### config.mk
export PLATFORM = sky130hd
export DESIGN_NAME = muldiv_unit_flat
export DESIGN_NICKNAME = d
export VERILOG_FILES = /design/src/rtl/muldiv_if.sv /design/src/rtl/muldiv_unit.sv /design/src/flat_wrapper.sv
export SDC_FILE = /design/constraint.sdc
export NUM_CORES = 1
export LEC_CHECK = 0
export CORE_MARGIN = 4
export CORE_UTILIZATION = 23
export CTS_CLUSTER_DIAMETER = 100
export DETAILED_ROUTE_END_ITERATION = 6
export PLACE_DENSITY = 0.42
export SLEW_MARGIN = 5
export SYNTH_ARGS = -nofsm -noshare
export SYNTH_HDL_FRONTEND = slang
export SYNTH_SLANG_ARGS = --single-unit
### constraint.sdc
create_clock -name clk -period 6.85 [get_ports clk]
set_clock_uncertainty 0.2 [all_clocks]
set_input_delay 1.37 -clock clk [delete_from_list [all_inputs] [get_ports clk]]
set_output_delay 1.37 -clock clk [all_outputs]
set_load 0.01 [all_outputs]
### src/rtl/muldiv_if.sv
// Request/response bundle between the execute stage and the multiply/divide unit.
// Both directions use valid/ready: a transfer happens on a rising edge where valid && ready.
interface muldiv_if #(
  parameter int WIDTH = 32
);
  logic             in_valid;
  logic             in_ready;
  logic [2:0]       op;
  logic [WIDTH-1:0] a;
  logic [WIDTH-1:0] b;
  logic             out_valid;
  logic             out_ready;
  logic [WIDTH-1:0] out;
  logic             zero_flag;

  modport master (
    output in_valid, op, a, b, out_ready,
    input  in_ready, out_valid, out, zero_flag
  );

  modport slave (
    input  in_valid, op, a, b, out_ready,
    output in_ready, out_valid, out, zero_flag
  );
endinterface

### src/rtl/muldiv_unit.sv
// Iterative RV32M multiply/divide: shift-add multiplier and restoring divider,
// one bit per clock, one operation in flight, sign handled outside the datapath.
module muldiv_unit #(
  parameter int WIDTH = 32,
  parameter int CNT_W = $clog2(WIDTH + 1)
) (
  input  logic       clk,
  input  logic       rst_n,
  muldiv_if.slave    bus,
  output logic [1:0] dbg_state_o
);

  typedef enum logic [1:0] {
    S_IDLE = 2'd0,
    S_CALC = 2'd1,
    S_FIX  = 2'd2,
    S_DONE = 2'd3
  } state_t;

  localparam logic [WIDTH-1:0] MIN_NEG  = {1'b1, {(WIDTH-1){1'b0}}};
  localparam logic [WIDTH-1:0] ALL_ONES = {WIDTH{1'b1}};

  state_t               state_q, state_d;
  logic [2:0]           op_q, op_d;
  logic                 neg_q, neg_d;
  logic [CNT_W-1:0]     cnt_q, cnt_d;
  logic [2*WIDTH-1:0]   acc_q, acc_d;
  logic [WIDTH-1:0]     dsr_q, dsr_d;
  logic [WIDTH-1:0]     out_q, out_d;
  logic                 zero_q, zero_d;

  // Operand decode at the accept edge.
  logic             a_signed, b_signed, sa, sb;
  logic [WIDTH-1:0] a_mag, b_mag;
  logic             b_zero, sdiv_ovf, special;
  logic [WIDTH-1:0] special_res;

  always_comb begin
    a_signed = (bus.op == 3'b001) || (bus.op == 3'b010) ||
               (bus.op == 3'b100) || (bus.op == 3'b110);
    b_signed = (bus.op == 3'b001) || (bus.op == 3'b100) || (bus.op == 3'b110);
    sa       = a_signed & bus.a[WIDTH-1];
    sb       = b_signed & bus.b[WIDTH-1];
    a_mag    = sa ? (~bus.a + 1'b1) : bus.a;
    b_mag    = sb ? (~bus.b + 1'b1) : bus.b;
    b_zero   = bus.op[2] && (bus.b == '0);
    sdiv_ovf = bus.op[2] && !bus.op[0] && (bus.a == MIN_NEG) && (bus.b == ALL_ONES);
    special  = b_zero || sdiv_ovf;
    if (b_zero) special_res = bus.op[1] ? bus.a : ALL_ONES;
    else        special_res = bus.op[1] ? '0 : bus.a;
  end

  // One multiply step: acc = {partial_high, remaining_multiplier}.
  logic [WIDTH:0]     mul_sum;
  logic [2*WIDTH-1:0] mul_next;
  // One divide step: acc = {remainder, dividend/quotient}.
  logic [WIDTH:0]     rem_sh, trial;
  logic               div_ok;
  logic [2*WIDTH-1:0] div_next;

  always_comb begin
    mul_sum  = {1'b0, acc_q[2*WIDTH-1:WIDTH]} + (acc_q[0] ? {1'b0, dsr_q} : '0);
    mul_next = {mul_sum, acc_q[WIDTH-1:1]};
    rem_sh   = acc_q[2*WIDTH-1:WIDTH-1];
    trial    = rem_sh - {1'b0, dsr_q};
    div_ok   = ~trial[WIDTH];
    div_next = {(div_ok ? trial[WIDTH-1:0] : rem_sh[WIDTH-1:0]),
                acc_q[WIDTH-2:0], div_ok};
  end

  // Sign fix-up and result selection.
  logic [2*WIDTH-1:0] prod_fix;
  logic [WIDTH-1:0]   div_raw, div_fix, mul_res, fix_res;

  always_comb begin
    prod_fix = neg_q ? (~acc_q + 1'b1) : acc_q;
    div_raw  = op_q[1] ? acc_q[2*WIDTH-1:WIDTH] : acc_q[WIDTH-1:0];
    div_fix  = neg_q ? (~div_raw + 1'b1) : div_raw;
    mul_res  = (op_q[1:0] == 2'b00) ? prod_fix[WIDTH-1:0] : prod_fix[2*WIDTH-1:WIDTH];
    fix_res  = op_q[2] ? div_fix : mul_res;
  end

  always_comb begin
    state_d = state_q;
    op_d    = op_q;
    neg_d   = neg_q;
    cnt_d   = cnt_q;
    acc_d   = acc_q;
    dsr_d   = dsr_q;
    out_d   = out_q;
    zero_d  = zero_q;

    unique case (state_q)
      S_IDLE: begin
        if (bus.in_valid) begin
          op_d = bus.op;
          if (special) begin
            out_d   = special_res;
            zero_d  = (special_res == '0);
            state_d = S_DONE;
          end else begin
            // Remainder takes the dividend's sign; everything else the XOR.
            neg_d   = (bus.op[2] && bus.op[1]) ? sa : (sa ^ sb);
            acc_d   = {{WIDTH{1'b0}}, a_mag};
            dsr_d   = b_mag;
            cnt_d   = CNT_W'(WIDTH);
            state_d = S_CALC;
          end
        end
      end
      S_CALC: begin
        acc_d = op_q[2] ? div_next : mul_next;
        cnt_d = cnt_q - 1'b1;
        if (cnt_q == CNT_W'(1)) state_d = S_FIX;
      end
      S_FIX: begin
        out_d   = fix_res;
        zero_d  = (fix_res == '0);
        state_d = S_DONE;
      end
      S_DONE: begin
        if (bus.out_ready) state_d = S_IDLE;
      end
      default: state_d = S_IDLE;
    endcase
  end

  always_ff @(posedge clk or negedge rst_n) begin
    if (!rst_n) begin
      state_q <= S_IDLE;
      op_q    <= '0;
      neg_q   <= 1'b0;
      cnt_q   <= '0;
      acc_q   <= '0;
      dsr_q   <= '0;
      out_q   <= '0;
      zero_q  <= 1'b1;
    end else begin
      state_q <= state_d;
      op_q    <= op_d;
      neg_q   <= neg_d;
      cnt_q   <= cnt_d;
      acc_q   <= acc_d;
      dsr_q   <= dsr_d;
      out_q   <= out_d;
      zero_q  <= zero_d;
    end
  end

  assign bus.in_ready  = (state_q == S_IDLE);
  assign bus.out_valid = (state_q == S_DONE);
  assign bus.out       = out_q;
  assign bus.zero_flag = zero_q;
  assign dbg_state_o   = state_q;

endmodule

### src/flat_wrapper.sv
// flat-port wrapper written by rule: the top's interface ports become plain ports
module muldiv_unit_flat 
#(
  parameter int WIDTH = 32,
  parameter int CNT_W = $clog2(WIDTH + 1)
)
  (clk, rst_n, dbg_state_o, bus_in_valid, bus_op, bus_a, bus_b, bus_out_ready, bus_in_ready, bus_out_valid, bus_out, bus_zero_flag);
  muldiv_if #(.WIDTH(WIDTH)) bus_i ();
  input  logic clk;
  input  logic rst_n;
  output logic [1:0] dbg_state_o;
  input wire logic [$bits(bus_i.in_valid)-1:0] bus_in_valid;
  input wire logic [$bits(bus_i.op)-1:0] bus_op;
  input wire logic [$bits(bus_i.a)-1:0] bus_a;
  input wire logic [$bits(bus_i.b)-1:0] bus_b;
  input wire logic [$bits(bus_i.out_ready)-1:0] bus_out_ready;
  output wire logic [$bits(bus_i.in_ready)-1:0] bus_in_ready;
  output wire logic [$bits(bus_i.out_valid)-1:0] bus_out_valid;
  output wire logic [$bits(bus_i.out)-1:0] bus_out;
  output wire logic [$bits(bus_i.zero_flag)-1:0] bus_zero_flag;
  assign bus_i.in_valid = bus_in_valid;
  assign bus_i.op = bus_op;
  assign bus_i.a = bus_a;
  assign bus_i.b = bus_b;
  assign bus_i.out_ready = bus_out_ready;
  assign bus_in_ready = bus_i.in_ready;
  assign bus_out_valid = bus_i.out_valid;
  assign bus_out = bus_i.out;
  assign bus_zero_flag = bus_i.zero_flag;
  muldiv_unit #(.WIDTH(WIDTH), .CNT_W(CNT_W)) u_core (.clk(clk), .rst_n(rst_n), .bus(bus_i), .dbg_state_o(dbg_state_o));
endmodule
Word-level counts from Yosys, hierarchy flattened
Index checks and enable logic that the tools add are counted.

word-level totals
  flip-flop bits (word level) = 141
  input port bits = 71
  output and inout port bits = 37
  word-level logic and storage cells = 94

cells by class
  add/sub/neg operators = 7
  equal/unequal tests = 15
  muxes and demuxes = 31
  bitwise logic cells = 9
  reduce and logical (&&, ||, !) cells = 24

operator list
  cell                   count
  $mux 32                13
  $mux 64                4
  $pmux 64 s2            1
  $add 32x1->32 const B  3
  $logic_not 32->1       3
  $not 32->32            3
  $add 64x1->64 const B  1
  $eq 32x32->1 const B   2
  $not 64->64            1
  $pmux 32 s2            1
  $add 32x33->33         1
  $sub 33x32->33         1
  $mux 6                 2
  $pmux 6 s2             1
  $reduce_and 3->1       4
  $mux 2                 4
  $pmux 2 s4             1
  $eq 3x3->1 const B     2
  $eq 6x1->1 const B     1
  $logic_or 1x1->1       6
  $ne 2x2->1 const B     3
  $sub 6x1->6 const B    1
  $logic_and 1x1->1      5
  $eq 2x2->1 const B     2
  13 further kinds       20

Depth between registers and ports, before layout
Gate-level depths: netlist (run 1).

  word-level depth = 9
  depth in mapped cells = 18
  mapped depth without buffers = 14

Least setup slack after synthesis (run 1)
Ideal clock, no wire load.

  kind = register to register
  start point = reg u_core.op_q[1]
  end point = reg u_core.zero_q (netlist: u_core.bus.zero_flag)
  library setup time = 0.072 ns
  arrival time = 4.639 ns
  required time = 6.578 ns
  setup slack = 1.939 ns
  stages on the path, launching flop included = 18
  buffers on the path = 6
  clock period less this slack = 4.911 ns
  cell sequence = dfrtp_1 > buf_2 > buf_2 > buf_2 > buf_1 > buf_1 > clkbuf_1 > nor2_1 > a21oi_1 > ha_1 > o211ai_1 > or3b_1 > o21ai_0 > xor2_1 > a22o_1 > or4_1 > or4_1 > o21ai_1

between the ends
  longest elaborated chain between the ends = 7
  elaborated cells between the ends (all ways) = 9
  classes of those cells = 1 x add/sub; 5 x mux; 1 x bitwise; 2 x reduce/logical

ends and longest elaborated chain
  what                    RTL line            text
  start, declared         muldiv_unit.sv:24   logic [2:0] op_q, op_d;
  start signal, assigned  muldiv_unit.sv:140  op_q <= op_d;
  $mux 32                 muldiv_unit.sv:77   div_raw = op_q[1] ? acc_q[2*WIDTH-1:WIDTH] : acc_q[WIDTH-1:0];
  $not 32->32             muldiv_unit.sv:78   div_fix = neg_q ? (~div_raw + 1'b1) : div_raw;
  $add 32x1->32           muldiv_unit.sv:78
  $mux 32                 muldiv_unit.sv:78
  $mux 32 *               muldiv_unit.sv:80   fix_res = op_q[2] ? div_fix : mul_res;
  $logic_not 32->1 *      muldiv_unit.sv:118  zero_d = (fix_res == '0);
  $pmux 1 s2 *            muldiv_unit.sv:93   unique case (state_q)
  end signal, assigned    muldiv_unit.sv:146  zero_q <= zero_d;
  end, declared           muldiv_unit.sv:30   logic zero_q, zero_d;

Every way passes the cells marked *; elsewhere a longest branch is shown, timed or not.
A chain may end at the register's enable or synchronous reset.

Final worst setup path (run 1)
  start point = in bus_a[17]
  end point = reg u_core.acc_q[45]

between the ends
  longest elaborated chain between the ends = 6

ends and longest elaborated chain
  what                               RTL line            text
  start, declared                    flat_wrapper.sv:14  input wire logic [$bits(bus_i.a)-1:0] bus_a;
  $eq 32x32->1                       muldiv_unit.sv:47   sdiv_ovf = bus.op[2] && !bus.op[0] && (bus.a == MIN_NEG) && (bus.b == ALL_ONES);
  $logic_and 1x1->1 (2 in a row)     muldiv_unit.sv:47
  $logic_or 1x1->1                   muldiv_unit.sv:48   special = b_zero || sdiv_ovf;
  $ne 2x2->1 (no source line)        -
  $reduce_and 3->1 (no source line)  -
  end signal, assigned               muldiv_unit.sv:134  acc_q <= '0;
  end signal, assigned               muldiv_unit.sv:143  acc_q <= acc_d;
  end, declared                      muldiv_unit.sv:27   logic [2*WIDTH-1:0] acc_q, acc_d;

No other way between the ends.

==> results of run 1 <==
[stage by stage]
| stage | util [%] | power (W) | cell area (sq um) | setup WS, ps | std cells |
|---|---|---|---|---|---|
| finish | 26.6 | 0.00193 | 18200 | 1410 | 3054 |
| global route | 26.6 | 0.00201 | 18200 | 1150 | 3054 |
| CTS | 26.6 | 0.00196 | 18200 | 1500 | 3054 |
| detailed placement | 25.8 | 0.00104 | 17700 | 999 | 3022 |
| global placement | 25.8 | 0.00104 | 17700 | 1030 | 3022 |
| floorplan | - | 0.000924 | 15900 | 1940 | 2166 |
[metal layers]
metal	GRT usage (%)	wire (microns)
met5	0	0
met1	23.8	30200
met2	27.3	28600
met4	6.37	2290
met3	2.47	3570
[critical path: stages]
cell and delay, ps:
clkdlybuf4s50_1 530, or4_1 600, nor4_1 570, nand4_1 410
o22ai_1 660, o21ai_0 280, nand2_1 130, buf_4 250
nor2_1 270, a22o_1 300, a21oi_1 110, o21ai_0 100
[area by class of cell]
class,count,share of cell area (%)
sequential,141,19.4
timing repair buffer,138,7.16
inverter,74,1.52
multi-input combinational,1787,62.8
clock inverter,9,0.343
clock buffer,23,2.68
tap,882,6.06
[power breakdown]
group / total [W] / switching, W / internal, W
logic: 0.000192 / 0.000114 / 0.0000785
clock network: 0.000907 / 0.000406 / 0.000501
registers: 0.000833 / 0 / 0.000833
total: 0.00193 / 0.000519 / 0.00141
[logic make-up (layout without fill, tap and decap cells)]
kind of cell | after synthesis | in the layout | share of synthesized area (%)
XOR/XNOR | 186 | 186 | 10.3
buffers and inverters | 238 | 244 | 5.93
multiplexers | 95 | 95 | 6.08
adder cells (fa/ha/maj) | 93 | 93 | 7.18
flip-flops | 141 | 141 | 22.3
AND/OR/NAND/NOR | 757 | 757 | 22.7
AO/OA/AOI/OAI | 656 | 656 | 25.6
[registers in the layout, summed over array words and instances (netlist names)]
register              flops
u_core.op_q               3
u_core.neg_q              1
u_core.dbg_state_o        2
u_core.bus.zero_flag      1
u_core.bus.out           32
u_core.cnt_q              6
u_core.dsr_q             32
u_core.acc_q             64
[cell usage in the layout, fill, tap and decap left out, types with 17 or more instances in the layout]
master / instances
nor3_1: 62
nand2_1: 265
nor2_1: 192
nand2b_1: 18
or4_1: 20
nor4_1: 35
clkdlybuf4s50_1: 106
a22oi_1: 20
nand4_1: 26
a21o_1: 37
mux2i_1: 84
a31oi_1: 20
buf_4: 31
xnor2_1: 115
clkbuf_16: 17
o31ai_1: 20
dfrtp_1: 137
xor2_1: 70
inv_1: 71
or3_1: 22
a21oi_1: 146
nand3_1: 34
a211oi_1: 31
o21ai_0: 244
ha_1: 73
[worst max-delay path by stage]
stage / startpoint / endpoint / slack, ps / depth (start not counted)
floorplan: u_core.op_q[1] / u_core.bus.zero_flag / 1940 / 17
global placement: bus_a[17] / u_core.acc_q[45] / 1030 / 12
detailed placement: bus_a[17] / u_core.acc_q[45] / 1000 / 12
CTS: bus_a[17] / u_core.acc_q[45] / 1500 / 12
global route: bus_a[17] / u_core.acc_q[45] / 1150 / 12
finish: bus_a[17] / u_core.acc_q[45] / 1410 / 12
==> metrics.yaml, run 1 <==
power_density_mw_per_mm2: 106
setup_viol: 0
yosysWarnings: 0
die-area_sq_mm: 0.0732
grt_pass1_wl_mm: 98.4
rows: 96
syn_nets: 2314
yosysMostFrequentCell: "nand2_1"
layout.area.seq_sq_mm: 0.00354
root_buffer: "clkbuf_16"
r2r_setup_slack_ps: 1550
grt_overflow: 0
multi_input_area_sq_mm: 0.0114
place_congestion: 0.923
fin_tns_setup_ps: 0
fmax_mhz: 184
clk_latency_ps: 450
grt_pass1_vias: 15628
critPathKind: "in -> reg"
die_y_microns: 271
worst_slew_pin_slew_ps: 1100
clock_path_buffers: 2
hold_depth: 2
finalMaxSlewViolations: 0
cts_buffers: 17
holdBufCountCts: 0
hold_end: "u_core.bus.out[22]"
drive_above_1_share_pct: 4.93
fp.dieW_microns: 271
period_needed_ps: 5440
ys_seq_area_share_pct: 22.3
drv_cap: 0
area_delta_synth_final_pct: 14.9
synthTopCellsByCount: "nand2_1 (265), o21ai_0 (244), nor2_1 (194)"
synth_flop_cell: "dfrtp_1"
r2r_cells: 9
path_max_fanout: 18
drt_drc_violations_left: 0
initial_core_util_pct: 23.2
cp.arrival_ps: 5570
vias: 16146
worst_setup_path_end_kind: "flop"
status: "completed"
ys_types: 88
routed_wl_mm: 64.7
p_leak_nw: 7.50
grt_usage_pct: 17.2
portBuffers: 107
synthArstFlopShare_pct: 100
layout.nets: 2307
drtIter0Drc: 1310
coreArea_sq_mm: 0.0685
final.fill_count: 7541
top_level_ports: 108
max-vdd-ir-drop_mv: 0.159
cts_sinks: 141
synth_largest_area_cell: "dfrtp_1"
synthDominantCellAreaShare_pct: 22.1
reg2reg_from: "u_core.acc_q[1]"
grt_max_degree: 76
synth_edf_count: 0
dp_hpwl_mm: 49.3
synth_area_sq_mm: 0.0159
netlist_instances: 2166
hold_viol_final: 0
worstPathRequired_ps: 6980
min_from: "u_core.bus.out[22]"
htreeDepth: 4
first_pass_iters: 5
diodes: 0
vias_per_cell: 5.29
timing.final.crit_share_pct: 79.4
start_kind: "primary input"
grt_setup_unrepaired: "false"
min_path_type: "reg -> reg"
clk_pin_slew_ps: 70
synth.area.top_cells: "dfrtp_1 (22%), o21ai_0 (7.7%), xnor2_1 (6.4%)"
slew_headroom_pct: 26.4
post_cts_buffers: 0
r2r_end: "u_core.bus.zero_flag"
cts_tree: "done"
avgSynthCellArea_sq_um: 7.32
grt_antenna_before_repair: 0
hold_ws_ps: 276
routedWlPerCell_microns: 21.2
cts_resized: 0
synth_seq_cells: 141
drtAntennaViolNets: 0
Note: power is estimated with default switching activity, not from simulation.
==> run 2, diff against run 1 <==
Clock period 6.85 ns to 5.5 ns, I/O delays scaled along.
==> run 2 against run 1 <==
  * The flow now finishes with violations (DRC)
  * First-iteration DRC count up 4.4%
  * Total power rose by 29%
  * Setup slack worse by 720 ps
  * Sequential power up 25%
  * Final area rose by 1.7%
  * Sequential share of layout area fell by 0.32 points
  * Critical path depth shrank 1
  * Utilization rose by 0.45 points
  * Wire length up 1.6%
  * Critical path type unchanged
==> metrics.yaml, run 2 (synthesis results as in run 1) <==
min_path_type: "reg -> reg"
drtAntennaViolNets: 0  # unchanged
timing.final.crit_share_pct: 87.4
cp_cell_sequence: "clkdlybuf4s50_1 > or4_1 > nor4_1 > nand4_1 > o22ai_1 > buf_4 > a31oi_4 > a21oi_1 > nand4_1 > or4_1 > o21ai_1"
area_delta_synth_final_pct: 16.8
hold_depth: 2  # unchanged
status: "finished, violations left"
place_congestion: 0.916  # -0.77%
cts_buffers: 17  # unchanged
slew_headroom_pct: 24.5  # -1.9 points
grt_max_degree: 76  # unchanged
hold_end: "u_core.bus.out[21]"
grt_usage_pct: 17.6  # +0.32 points
grt_pass1_wl_mm: 100  # +2.0%
power_w: 0.00249  # +29%
vias: 16289  # +0.89%
r2r_cells: 12  # +3
die_y_microns: 271  # unchanged
worstPathRequired_ps: 5690  # -1290 ps
reg2reg_from: "u_core.acc_q[0]"
p_clk_share_pct: 48.8  # +1.9 points
drtIter0Drc: 1368  # +4.4%
portBuffers: 107  # unchanged
path_delay_family: "simple AND/OR/NAND/NOR gates"
drv_cap: 0  # unchanged
cp.arrival_ps: 4990  # -580 ps
combPwrFrac_pct: 9.5  # -0.5 points
r2r_end: "u_core.bus.zero_flag"
hold_viol_final: 0  # unchanged
violations: "DRC"
vias_per_cell: 5.28  # about the same
worst_slew_pin_slew_ps: 1130  # +28.9 ps
clock_path_buffers: 2  # unchanged
cts_tree: "done"
drive_above_1_share_pct: 6.27  # +1.3 points
swShare_pct: 26.5  # -0.37 points
crit_buf_inv: 2  # unchanged
first_pass_iters: 7  # +2
cpPeakStageDelay_ps: 590  # -70 ps
cts_sinks: 141  # unchanged
routed_wl_mm: 65.7  # +1.6%
seq_power_share_pct: 41.7  # -1.4 points
fmax_mhz: 208
setup_viol: 0  # unchanged
fin_tns_setup_ps: 0  # unchanged
rows: 96  # unchanged
final.fill_count: 7538  # -0.040%
htreeDepth: 4  # unchanged
dp_hpwl_mm: 50.8  # +3.0%
layout.area.seq_sq_mm: 0.00354  # unchanged
die-area_sq_mm: 0.0732  # unchanged
fp.dieW_microns: 271  # unchanged
power_density_mw_per_mm2: 134  # +27%
critPathKind: "in -> reg"
diodes: 0  # unchanged
setup_slack_ps: 694  # -717 ps
grt_pass1_vias: 15907  # +1.8%
path_max_fanout: 7  # -11
grt_antenna_before_repair: 0  # unchanged
p_sw_w: 0.000660  # +27%
grt_overflow: 0  # unchanged
grt_setup_unrepaired: "false"
post_cts_buffers: 0  # unchanged
min_from: "u_core.bus.out[21]"
routedWlPerCell_microns: 21.3  # +0.68%
largest-register: "u_core.acc_q"
max-vdd-ir-drop_mv: 0.162  # +1.9%
p_leak_nw: 7.67  # +2.3%
start_kind: "primary input"
clk_latency_ps: 460  # about the same
dpl_worst_slack_ps: 279  # -719 ps
top_level_ports: 108  # unchanged
root_buffer: "clkbuf_16"
design_area_sq_mm: 0.0185  # +1.7%
layout.nets: 2336  # +1.3%
final_cell_mix: "nand2_1 (265), o21ai_0 (244), nor2_1 (192)"
multi_input_area_sq_mm: 0.0114  # unchanged
coreArea_sq_mm: 0.0685  # unchanged
drt_drc_violations_left: 1  # +1
clk_pin_slew_ps: 70  # about the same
period_needed_ps: 4810
cp_slowest_cell: "or4_1"
holdBufCountCts: 0  # unchanged
cts_resized: 0  # unchanged
placed_area_sq_mm: 0.0179  # +1.5%
initial_core_util_pct: 23.2  # unchanged
mostFrequentLayoutCell: "nand2_1"
finalMaxSlewViolations: 0  # unchanged
r2r_setup_slack_ps: 770  # -780 ps
hold_ws_ps: 280  # +3.68 ps
largest_reg_flops: 64  # unchanged
worst_setup_path_end_kind: "flop"
p_int_w: 0.00183  # +29%
==> run 2: worst max-delay path by stage <==
stage | slack, ps | start | end | cells past startpoint
floorplan | 590 | u_core.op_q[1] | u_core.bus.zero_flag | 17
global placement | 280 | bus_a[17] | u_core.acc_q[0] | 11
detailed placement | 280 | bus_a[17] | u_core.acc_q[0] | 11
CTS | 770 | bus_a[17] | u_core.acc_q[0] | 11
global route | 440 | bus_a[17] | u_core.acc_q[0] | 11
finish | 690 | bus_a[17] | u_core.bus.zero_flag | 11
==> run 2: cell type report <==
type / instances / share of cell area [%]
Inverter: 74 / 1.50
Clock inverter: 13 / 0.743
Timing Repair Buffer: 167 / 8.49
Tap cell: 882 / 5.96
Multi-Input combinational cell: 1787 / 61.8
Sequential cell: 141 / 19.1
Clock buffer: 19 / 2.45
==> run 2: routing by layer <==
metal	wire, microns	global-route usage, %	up-vias
li1	-	-	7871
met1	30300	23.9	7827
met2	29600	28.0	505
met3	3490	2.89	86
met4	2400	6.56	0
met5	0	0	-
==> run 2: power groups by stage <==
stage | Combinational (W) | Sequential [W] | Clock, W
floorplan | 0.0000938 | 0.00106 | 0
CTS | 0.000241 | 0.00104 | 0.00126
global placement | 0.000241 | 0.00106 | 0
detailed placement | 0.000239 | 0.00106 | 0
global route | 0.000259 | 0.00104 | 0.00129
finish | 0.000236 | 0.00104 | 0.00121
==> run 2: per-stage QoR <==
stage	cells	util (%)
3_5_place_dp	3051	26.2
2_1_floorplan	2166	-
3_3_place_gp	3051	26.2
4_1_cts	3083	27.1
6_report	3083	27.1
5_1_grt	3083	27.1
==> run 2: worst register-to-register path, delay by kind of cell, from the launching register on <==
family          cells  cell delay [ps]
flops               1              490
xor+xnor            1              150
buf+inv             1              130
fa+ha+maj           1              240
compound gates      3              500
simple gates        6             2930
